==> src/rtl/rv_enc_pkg.sv <==
// rtl/rv_enc_pkg.sv - shared types and RV32I opcode constants for the instruction encoder/loader
package rv_enc_pkg;

  typedef enum logic [1:0] {
    UOP_R = 2'd0,
    UOP_I = 2'd1,
    UOP_S = 2'd2,
    UOP_B = 2'd3
  } uop_type_e;

  typedef enum logic [1:0] {
    ST_IDLE = 2'd0,
    ST_RUN  = 2'd1,
    ST_DONE = 2'd2
  } enc_state_e;

  localparam logic [6:0] OPC_OP     = 7'b0110011;
  localparam logic [6:0] OPC_OPIMM  = 7'b0010011;
  localparam logic [6:0] OPC_STORE  = 7'b0100011;
  localparam logic [6:0] OPC_BRANCH = 7'b1100011;

  localparam logic [2:0] F3_SW  = 3'b010;
  localparam logic [2:0] F3_SLL = 3'b001;
  localparam logic [2:0] F3_SR  = 3'b101;

endpackage

==> src/rtl/inst_field_pack.sv <==
// rtl/inst_field_pack.sv - combinational packer from micro-op fields to an RV32I instruction word
module inst_field_pack
  import rv_enc_pkg::*;
(
  input  uop_type_e   uop_type_i,
  input  logic [3:0]  alu_sel_i,
  input  logic [4:0]  rd_i,
  input  logic [4:0]  rs1_i,
  input  logic [4:0]  rs2_i,
  input  logic [12:0] imm_i,
  output logic [31:0] word_o,
  output logic        misalign_o
);

  logic [2:0]  f3;
  logic [6:0]  f7;
  logic [11:0] imm_i12;

  assign f3 = alu_sel_i[2:0];
  assign f7 = {1'b0, alu_sel_i[3], 5'b00000};

  // Shift-immediates carry funct7 in the upper immediate bits instead of sign extension.
  assign imm_i12 = ((f3 == F3_SLL) || (f3 == F3_SR)) ? {f7, imm_i[4:0]} : imm_i[11:0];

  always_comb begin
    word_o     = 32'h0;
    misalign_o = 1'b0;
    unique case (uop_type_i)
      UOP_R: word_o = {f7, rs2_i, rs1_i, f3, rd_i, OPC_OP};
      UOP_I: word_o = {imm_i12, rs1_i, f3, rd_i, OPC_OPIMM};
      UOP_S: word_o = {imm_i[11:5], rs2_i, rs1_i, F3_SW, imm_i[4:0], OPC_STORE};
      UOP_B: begin
        word_o     = {imm_i[12], imm_i[10:5], rs2_i, rs1_i, f3, imm_i[4:1], imm_i[11], OPC_BRANCH};
        misalign_o = imm_i[0];
      end
      default: word_o = 32'h0;
    endcase
  end

endmodule

==> src/rtl/inst_encode_loader.sv <==
// rtl/inst_encode_loader.sv - streams encoded micro-ops into IMEM through a one-entry write register
module inst_encode_loader
  import rv_enc_pkg::*;
#(
  parameter int ADDR_W = 32,
  parameter int CNT_W  = 16
) (
  input  logic              clk_i,
  input  logic              rst_i,
  input  logic              start_i,
  input  logic [ADDR_W-1:0] base_addr_i,
  input  logic [CNT_W-1:0]  count_i,
  input  logic              uop_valid_i,
  output logic              uop_ready_o,
  input  logic [1:0]        uop_type_i,
  input  logic [3:0]        alu_sel_i,
  input  logic [4:0]        rd_i,
  input  logic [4:0]        rs1_i,
  input  logic [4:0]        rs2_i,
  input  logic [12:0]       imm_i,
  output logic              imem_we_o,
  input  logic              imem_ready_i,
  output logic [ADDR_W-1:0] imem_addr_o,
  output logic [31:0]       imem_wdata_o,
  output logic              busy_o,
  output logic              done_o,
  output logic              err_o
);

  enc_state_e        state_q;
  logic [CNT_W-1:0]  acc_rem_q;
  logic [CNT_W-1:0]  wr_rem_q;
  logic [ADDR_W-1:0] addr_q;
  logic [ADDR_W-1:0] addr_d;
  logic [31:0]       wdata_q;
  logic              we_q;
  logic              err_q;

  logic [31:0]       packed_word;
  logic              packed_misalign;
  logic              uop_fire;
  logic              wr_fire;

  inst_field_pack u_pack (
    .uop_type_i (uop_type_e'(uop_type_i)),
    .alu_sel_i  (alu_sel_i),
    .rd_i       (rd_i),
    .rs1_i      (rs1_i),
    .rs2_i      (rs2_i),
    .imm_i      (imm_i),
    .word_o     (packed_word),
    .misalign_o (packed_misalign)
  );

  // The output register may take a new word in the same cycle its current word drains.
  assign uop_ready_o = (state_q == ST_RUN) && (acc_rem_q != '0) && (!we_q || imem_ready_i);
  assign uop_fire    = uop_valid_i && uop_ready_o;
  assign wr_fire     = we_q && imem_ready_i;
  assign addr_d      = addr_q + ADDR_W'(4);

  always_ff @(posedge clk_i or posedge rst_i) begin
    if (rst_i) begin
      state_q   <= ST_IDLE;
      acc_rem_q <= '0;
      wr_rem_q  <= '0;
      addr_q    <= '0;
      wdata_q   <= '0;
      we_q      <= 1'b0;
      err_q     <= 1'b0;
    end else begin
      unique case (state_q)
        ST_IDLE, ST_DONE: begin
          if (start_i) begin
            addr_q    <= {base_addr_i[ADDR_W-1:2], 2'b00};
            acc_rem_q <= count_i;
            wr_rem_q  <= count_i;
            err_q     <= 1'b0;
            state_q   <= (count_i == '0) ? ST_DONE : ST_RUN;
          end
        end
        ST_RUN: begin
          if (uop_fire) begin
            wdata_q   <= packed_word;
            we_q      <= 1'b1;
            acc_rem_q <= acc_rem_q - CNT_W'(1);
            if (packed_misalign) err_q <= 1'b1;
          end else if (wr_fire) begin
            we_q <= 1'b0;
          end
          if (wr_fire) begin
            addr_q   <= addr_d;
            wr_rem_q <= wr_rem_q - CNT_W'(1);
            if (wr_rem_q == CNT_W'(1)) state_q <= ST_DONE;
          end
        end
        default: state_q <= ST_IDLE;
      endcase
    end
  end

  assign imem_we_o    = we_q;
  assign imem_addr_o  = addr_q;
  assign imem_wdata_o = wdata_q;
  assign busy_o       = (state_q == ST_RUN);
  assign done_o       = (state_q == ST_DONE);
  assign err_o        = err_q;

endmodule
==> config.mk <==
export PLATFORM = sky130hd
export DESIGN_NAME = inst_encode_loader
export DESIGN_NICKNAME = d
export VERILOG_FILES = /design/src/rtl/rv_enc_pkg.sv /design/src/rtl/inst_field_pack.sv /design/src/rtl/inst_encode_loader.sv
export SDC_FILE = /design/constraint.sdc
export NUM_CORES = 1
export LEC_CHECK = 0
export BUFFER_PORTS_ARGS = -buffer_cell sky130_fd_sc_hd__buf_2
export CAP_MARGIN = 20
export CORE_ASPECT_RATIO = 0.75
export CORE_MARGIN = 2
export CORE_UTILIZATION = 50
export CTS_CLUSTER_DIAMETER = 80
export DETAILED_ROUTE_END_ITERATION = 8
export HOLD_SLACK_MARGIN = 0.08
export PLACE_DENSITY = 0.84
export SYNTH_ARGS = -nofsm -noshare
export SYNTH_HDL_FRONTEND = slang
export SYNTH_SLANG_ARGS = --single-unit
==> constraint.sdc <==
create_clock -name clk_i -period 4.8 [get_ports clk_i]
set_input_delay 0.48 -clock clk_i [delete_from_list [all_inputs] [get_ports clk_i]]
set_output_delay 0.48 -clock clk_i [all_outputs]
set_load 0.02 [all_outputs]
## Word level (Yosys, flattened, before mapping)

Cells that the tools add are included.

| word-level totals | value |
|---|---|
| input port bits | 87 |
| logic and storage cells | 65 |
| output and inout bits | 69 |
| bits in registers | 100 |

| cells by class | value |
|---|---|
| equality and inequality tests | 13 |
| muxes and demuxes | 22 |
| reductions and logical operators | 20 |
| add/sub/neg operators | 3 |

Operators by type and width:

| operator | number |
|---|---|
| $pmux W32 S4 | 1 |
| $mux W32 | 2 |
| $pmux W16 S2 | 2 |
| $pmux W32 S2 | 1 |
| $mux W16 | 3 |
| $add A32 B3 Y32 const B | 1 |
| $sub A16 B1 Y16 const B | 2 |
| $eq A16 B1 Y1 const B | 1 |
| $logic_not A16 Y1 | 1 |
| $reduce_bool A16 Y1 | 1 |
| $mux W12 | 1 |
| $reduce_and A3 Y1 | 3 |
| $mux W2 | 4 |
| $ne A2 B1 Y1 const B | 4 |
| $eq A2 B2 Y1 const B | 3 |
| $mux W1 | 6 |
| $eq A2 B1 Y1 const B | 2 |
| $logic_and A1 B1 Y1 | 4 |
| $logic_not A2 Y1 | 2 |
| $pmux W2 S2 | 1 |
| $reduce_and A2 Y1 | 2 |
| $reduce_and A4 Y1 | 1 |
| $reduce_bool A2 Y1 | 2 |
| $eq A3 B1 Y1 const B | 1 |
| other kinds (6) | 7 |

## Longest topological paths before layout

| logic depth | value |
|---|---|
| word-level depth | 6 |
| gate-level depth with buffers | 9 |
| gate-level depth less buffers | 7 |

## Modules after synthesis

Synthesis repeated with hierarchy kept, for this count alone.

| unflattened totals | value |
|---|---|
| cell total of the unflattened synthesis | 628 |
| area total of the unflattened synthesis | 5758.0 µm² |

Modules (own cells, without submodules):

| module | cells an instance | area an instance (µm²) | instances |
|---|---|---|---|
| inst_encode_loader | 582 | 5366.4 | 1 |
| inst_field_pack | 46 | 391.6 | 1 |

## Least setup slack after synthesis

OpenSTA, ideal clock, no wires.

| path | value |
|---|---|
| kind | register to register |
| from | reg addr_q[2] (netlist: imem_addr_o[2]) |
| to | reg addr_q[28] (netlist: imem_addr_o[28]) |
| buffers on the path | 0 |
| cell stages (with the launch flop) | 7 |
| slack | 2.767 ns |
| setup time | 0.132 ns |
| clock period less this slack | 2.033 ns |
| arrival time | 1.901 ns |
| cell sequence | dfrtp_1 -> ha_1 -> nand3_2 -> nor3_4 -> nand3_2 -> or4_4 -> mux2i_1 |

| between the ends | value |
|---|---|
| longest elaborated chain between the ends | 3 |

RTL lines:

| what | line | text |
|---|---|---|
| start: declaration | inst_encode_loader.sv:33 | `logic [ADDR_W-1:0] addr_q;` |
| start signal: assignment | inst_encode_loader.sv:74 | `addr_q <= {base_addr_i[ADDR_W-1:2], 2'b00};` |
| start signal: assignment | inst_encode_loader.sv:91 | `addr_q <= addr_d;` |
| $add A32 B3 Y32 | inst_encode_loader.sv:59 | `assign addr_d = addr_q + ADDR_W'(4);` |
| $mux W32 | inst_encode_loader.sv:90 | `if (wr_fire) begin` |
| $pmux W32 S2 | inst_encode_loader.sv:71 | `unique case (state_q)` |

No other way between the ends. The select of a mux whose other input is x is not followed.
A chain may end at the register's enable or synchronous reset.

## Final worst setup path

| path | value |
|---|---|
| from | reg state_q[1] |
| to | out busy_o |

| between the ends | value |
|---|---|
| longest elaborated chain between the ends | 1 |

RTL lines:

| what | line | text |
|---|---|---|
| start: declaration | inst_encode_loader.sv:30 | `enc_state_e state_q;` |
| start signal: assignment | inst_encode_loader.sv:78 | `state_q <= (count_i == '0) ? ST_DONE : ST_RUN;` |
| $eq A2 B1 Y1 | inst_encode_loader.sv:104 | `assign busy_o = (state_q == ST_RUN);` |
| end: declaration | inst_encode_loader.sv:25 | `output logic busy_o,` |

No other way between the ends.

==> metrics <==
Yosys Warn Count 0; clk_skew 6.87 ps; maximum capacitance violations 0; Clk Tree Root Cell clkbuf_16; crit path capture type output pin; CTS H-tree lvls 3; cts hold-fix bufs 0; Wirelength per Cell 17.2 um; initial core utilization 0.507; Fillers 920; gr usage total 0.266; area of the multi-input gates 0.00284 mm^2; Synth top area share 0.435; core area 0.0108 mm^2; Pwr Density 534 mW/mm^2; Post-CTS Resized 0; Cell variety after synth 60; Peak VDD IR 0.315 mV; CTS buffer count 9; PnR worst setup slack 2040 ps; Mapped Avg Cell Area 8.54 um^2; Setup Buffers After CTS 0; fin crit share 0.575; total grt overflow 0; Cell Area, Synth 0.00547 mm^2; Avg Vias per Cell 6.13; min cycle time layout 2760 ps; Metal-1 WL 6920 um; Critical Path Source Type flip-flop; via count 5,587; register area 0.00238 mm^2; Synth Flop Type dfrtp_1; worst path arrival time 2280 ps; synth top area cells dfrtp_1 (43%), nand2_1 (6.3%), a21oi_1 (5.3%), o21ai_0 (4.8%), nor2_1 (3.5%); initial antenna violation count 0; Yosys top cell by area dfrtp_1; WS Path Type reg2out; Mapped Cells 640; clk_lat worst skew 350 ps; sequential share of the synthesized area 0.435; Synth-to-Final Area Change 21.2%; Seq cells post-synth 95; clock buffer depth 2; fraction of layout cells with a size suffix above 1 0.255; Nets 859; Detailed Routing Iterations Pass 1 5; Post-synth EDFFs 0; setup TNS 0 ps; die width 125 um; largest net degree at the start of global routing 61; Post-DP HPWL 11,200 um; status finished clean; Port Buffer Count 149; fmax 362 MHz; Final Max Slew Viols 0; Worst EP required 4320 ps; worst min path class in2async; first-pass GRT wire length 25,600 um; DRT iter0 DRCs 571; fraction of registers with async set/reset 1.00; Static Leak 0.00304 uW; Top Layer Used met4; Reg clk slew, reported paths 70 ps; worst-margin pin slew 964 ps; Die Ht 94.5 um; Relative slew margins 0.351; Hold Vio Cnt, Final 0; CTS sink cnt 95; gpl congestion 0.922; RSZ-0062 raised after global routing no; vias in the first global route 5,164; Place WS 2240 ps; I/O Pins 156; CTS tree built; met3 WL 1430 um; met2 routed WL 7080 um; FP Rows 33; Die ar. 0.0118 mm^2; DRT Wirelength 15,600 um; n_diodes 0; count of final setup violators 0; Post-route DRC 0; Final ANT Viol Nets 0; critical path peak fanout 50
## worst paths after layout
check	start	endpoint	slack (ps)	cells after the start
worst max-delay path	state_q[1]	busy_o	2040	4
worst min register to register	imem_wdata_o[12]	imem_wdata_o[12]	470	2
worst min-delay path	rst_i	imem_wdata_o[29]	160	2
max in group asynchronous	rst_i	acc_rem_q[10]	3770	3
min in group clk_i	rs1_i[4]	imem_wdata_o[19]	330	3
worst max register to register	wr_rem_q[0]	wr_rem_q[14]	2320	7
## Yosys cell counts (all sizes together), types with 5 or more instances
| cell | n |
|---|---|
| nand3 | 30 |
| or3 | 7 |
| ha | 5 |
| mux2i | 14 |
| o21ai | 52 |
| nand4 | 12 |
| nand2b | 6 |
| a31oi | 14 |
| o2bb2ai | 6 |
| and3 | 9 |
| clkbuf | 23 |
| a311oi | 5 |
| dfrtp | 95 |
| nand2 | 91 |
| and2 | 10 |
| a21oi | 58 |
| o22a | 15 |
| nor4 | 17 |
| nor2 | 51 |
| nor3 | 14 |
| buf | 22 |
| o22ai | 10 |
| a31o | 6 |
| inv | 16 |
## cells by family after synthesis
family,after synthesis,synth area share
simple gates,266,0.250
compound gates,197,0.227
flops,95,0.435
buf+inv,61,0.0483
mux,15,0.0277
fa+ha+maj,5,0.0114
other cells,1,0.000686
## cell usage in the layout, fill, tap and decap left out, types with 7 or more instances in the layout
cell	Yosys	final
nand4_1	11	11
and3_1	8	8
a31oi_1	14	14
nor2_1	51	50
clkbuf_16	0	9
buf_2	13	149
nor3_1	13	13
and2_1	10	10
o21ai_0	52	52
dfrtp_1	95	95
inv_1	16	14
a21oi_1	58	58
o22a_1	15	15
nand2_1	91	91
nor4_1	14	14
o22ai_1	10	10
nand3_1	25	25
mux2i_1	14	14
or3_1	7	7
## report_power, final
part / switching (uW) / total [uW] / internal [uW]
clock network: 331 / 757 / 426
logic: 840 / 1350 / 506
registers: 351 / 1430 / 1080
## worst max-delay path, stage by stage (launching register included)
cell and delay [ps]:
dfrtp_1 410, nand2b_2 340, inv_2 650, buf_12 300, buf_2 210
## final cells by class
type                            instances  area share
Clock buffer                           10      0.0361
Clock inverter                          6      0.0111
Inverter                               16     0.00925
Multi-Input combinational cell        487       0.429
Sequential cell                        95       0.359
Tap cell                              140      0.0264
Timing Repair Buffer                  158       0.130
## state kept, by name, summed over array words and instances, names as in the netlist
name,flops
wr_rem_q,16
acc_rem_q,16
imem_wdata_o,29
err_o,1
imem_we_o,1
state_q,2
imem_addr_o,30
## metal layers
metal | vias to the layer above | track usage
met3 | 33 | 0.0640
met4 | 0 | 0.0693
met2 | 298 | 0.421
met1 | 2651 | 0.372
met5 | - | 0
li1 | 2605 | -
## stage by stage
step                cells  area (um^2)  hold WS, ps  power (uW)   util
floorplan             643         5480          482        2290      -
global placement      893         6260          447        2650  0.581
detailed placement    893         6260          455        2740  0.581
CTS                   909         6570          326        3500  0.610
global route          912         6630          198        3750  0.615
finish                912         6630          159        3540  0.615
No activity file was read; power rests on OpenSTA's default activity.
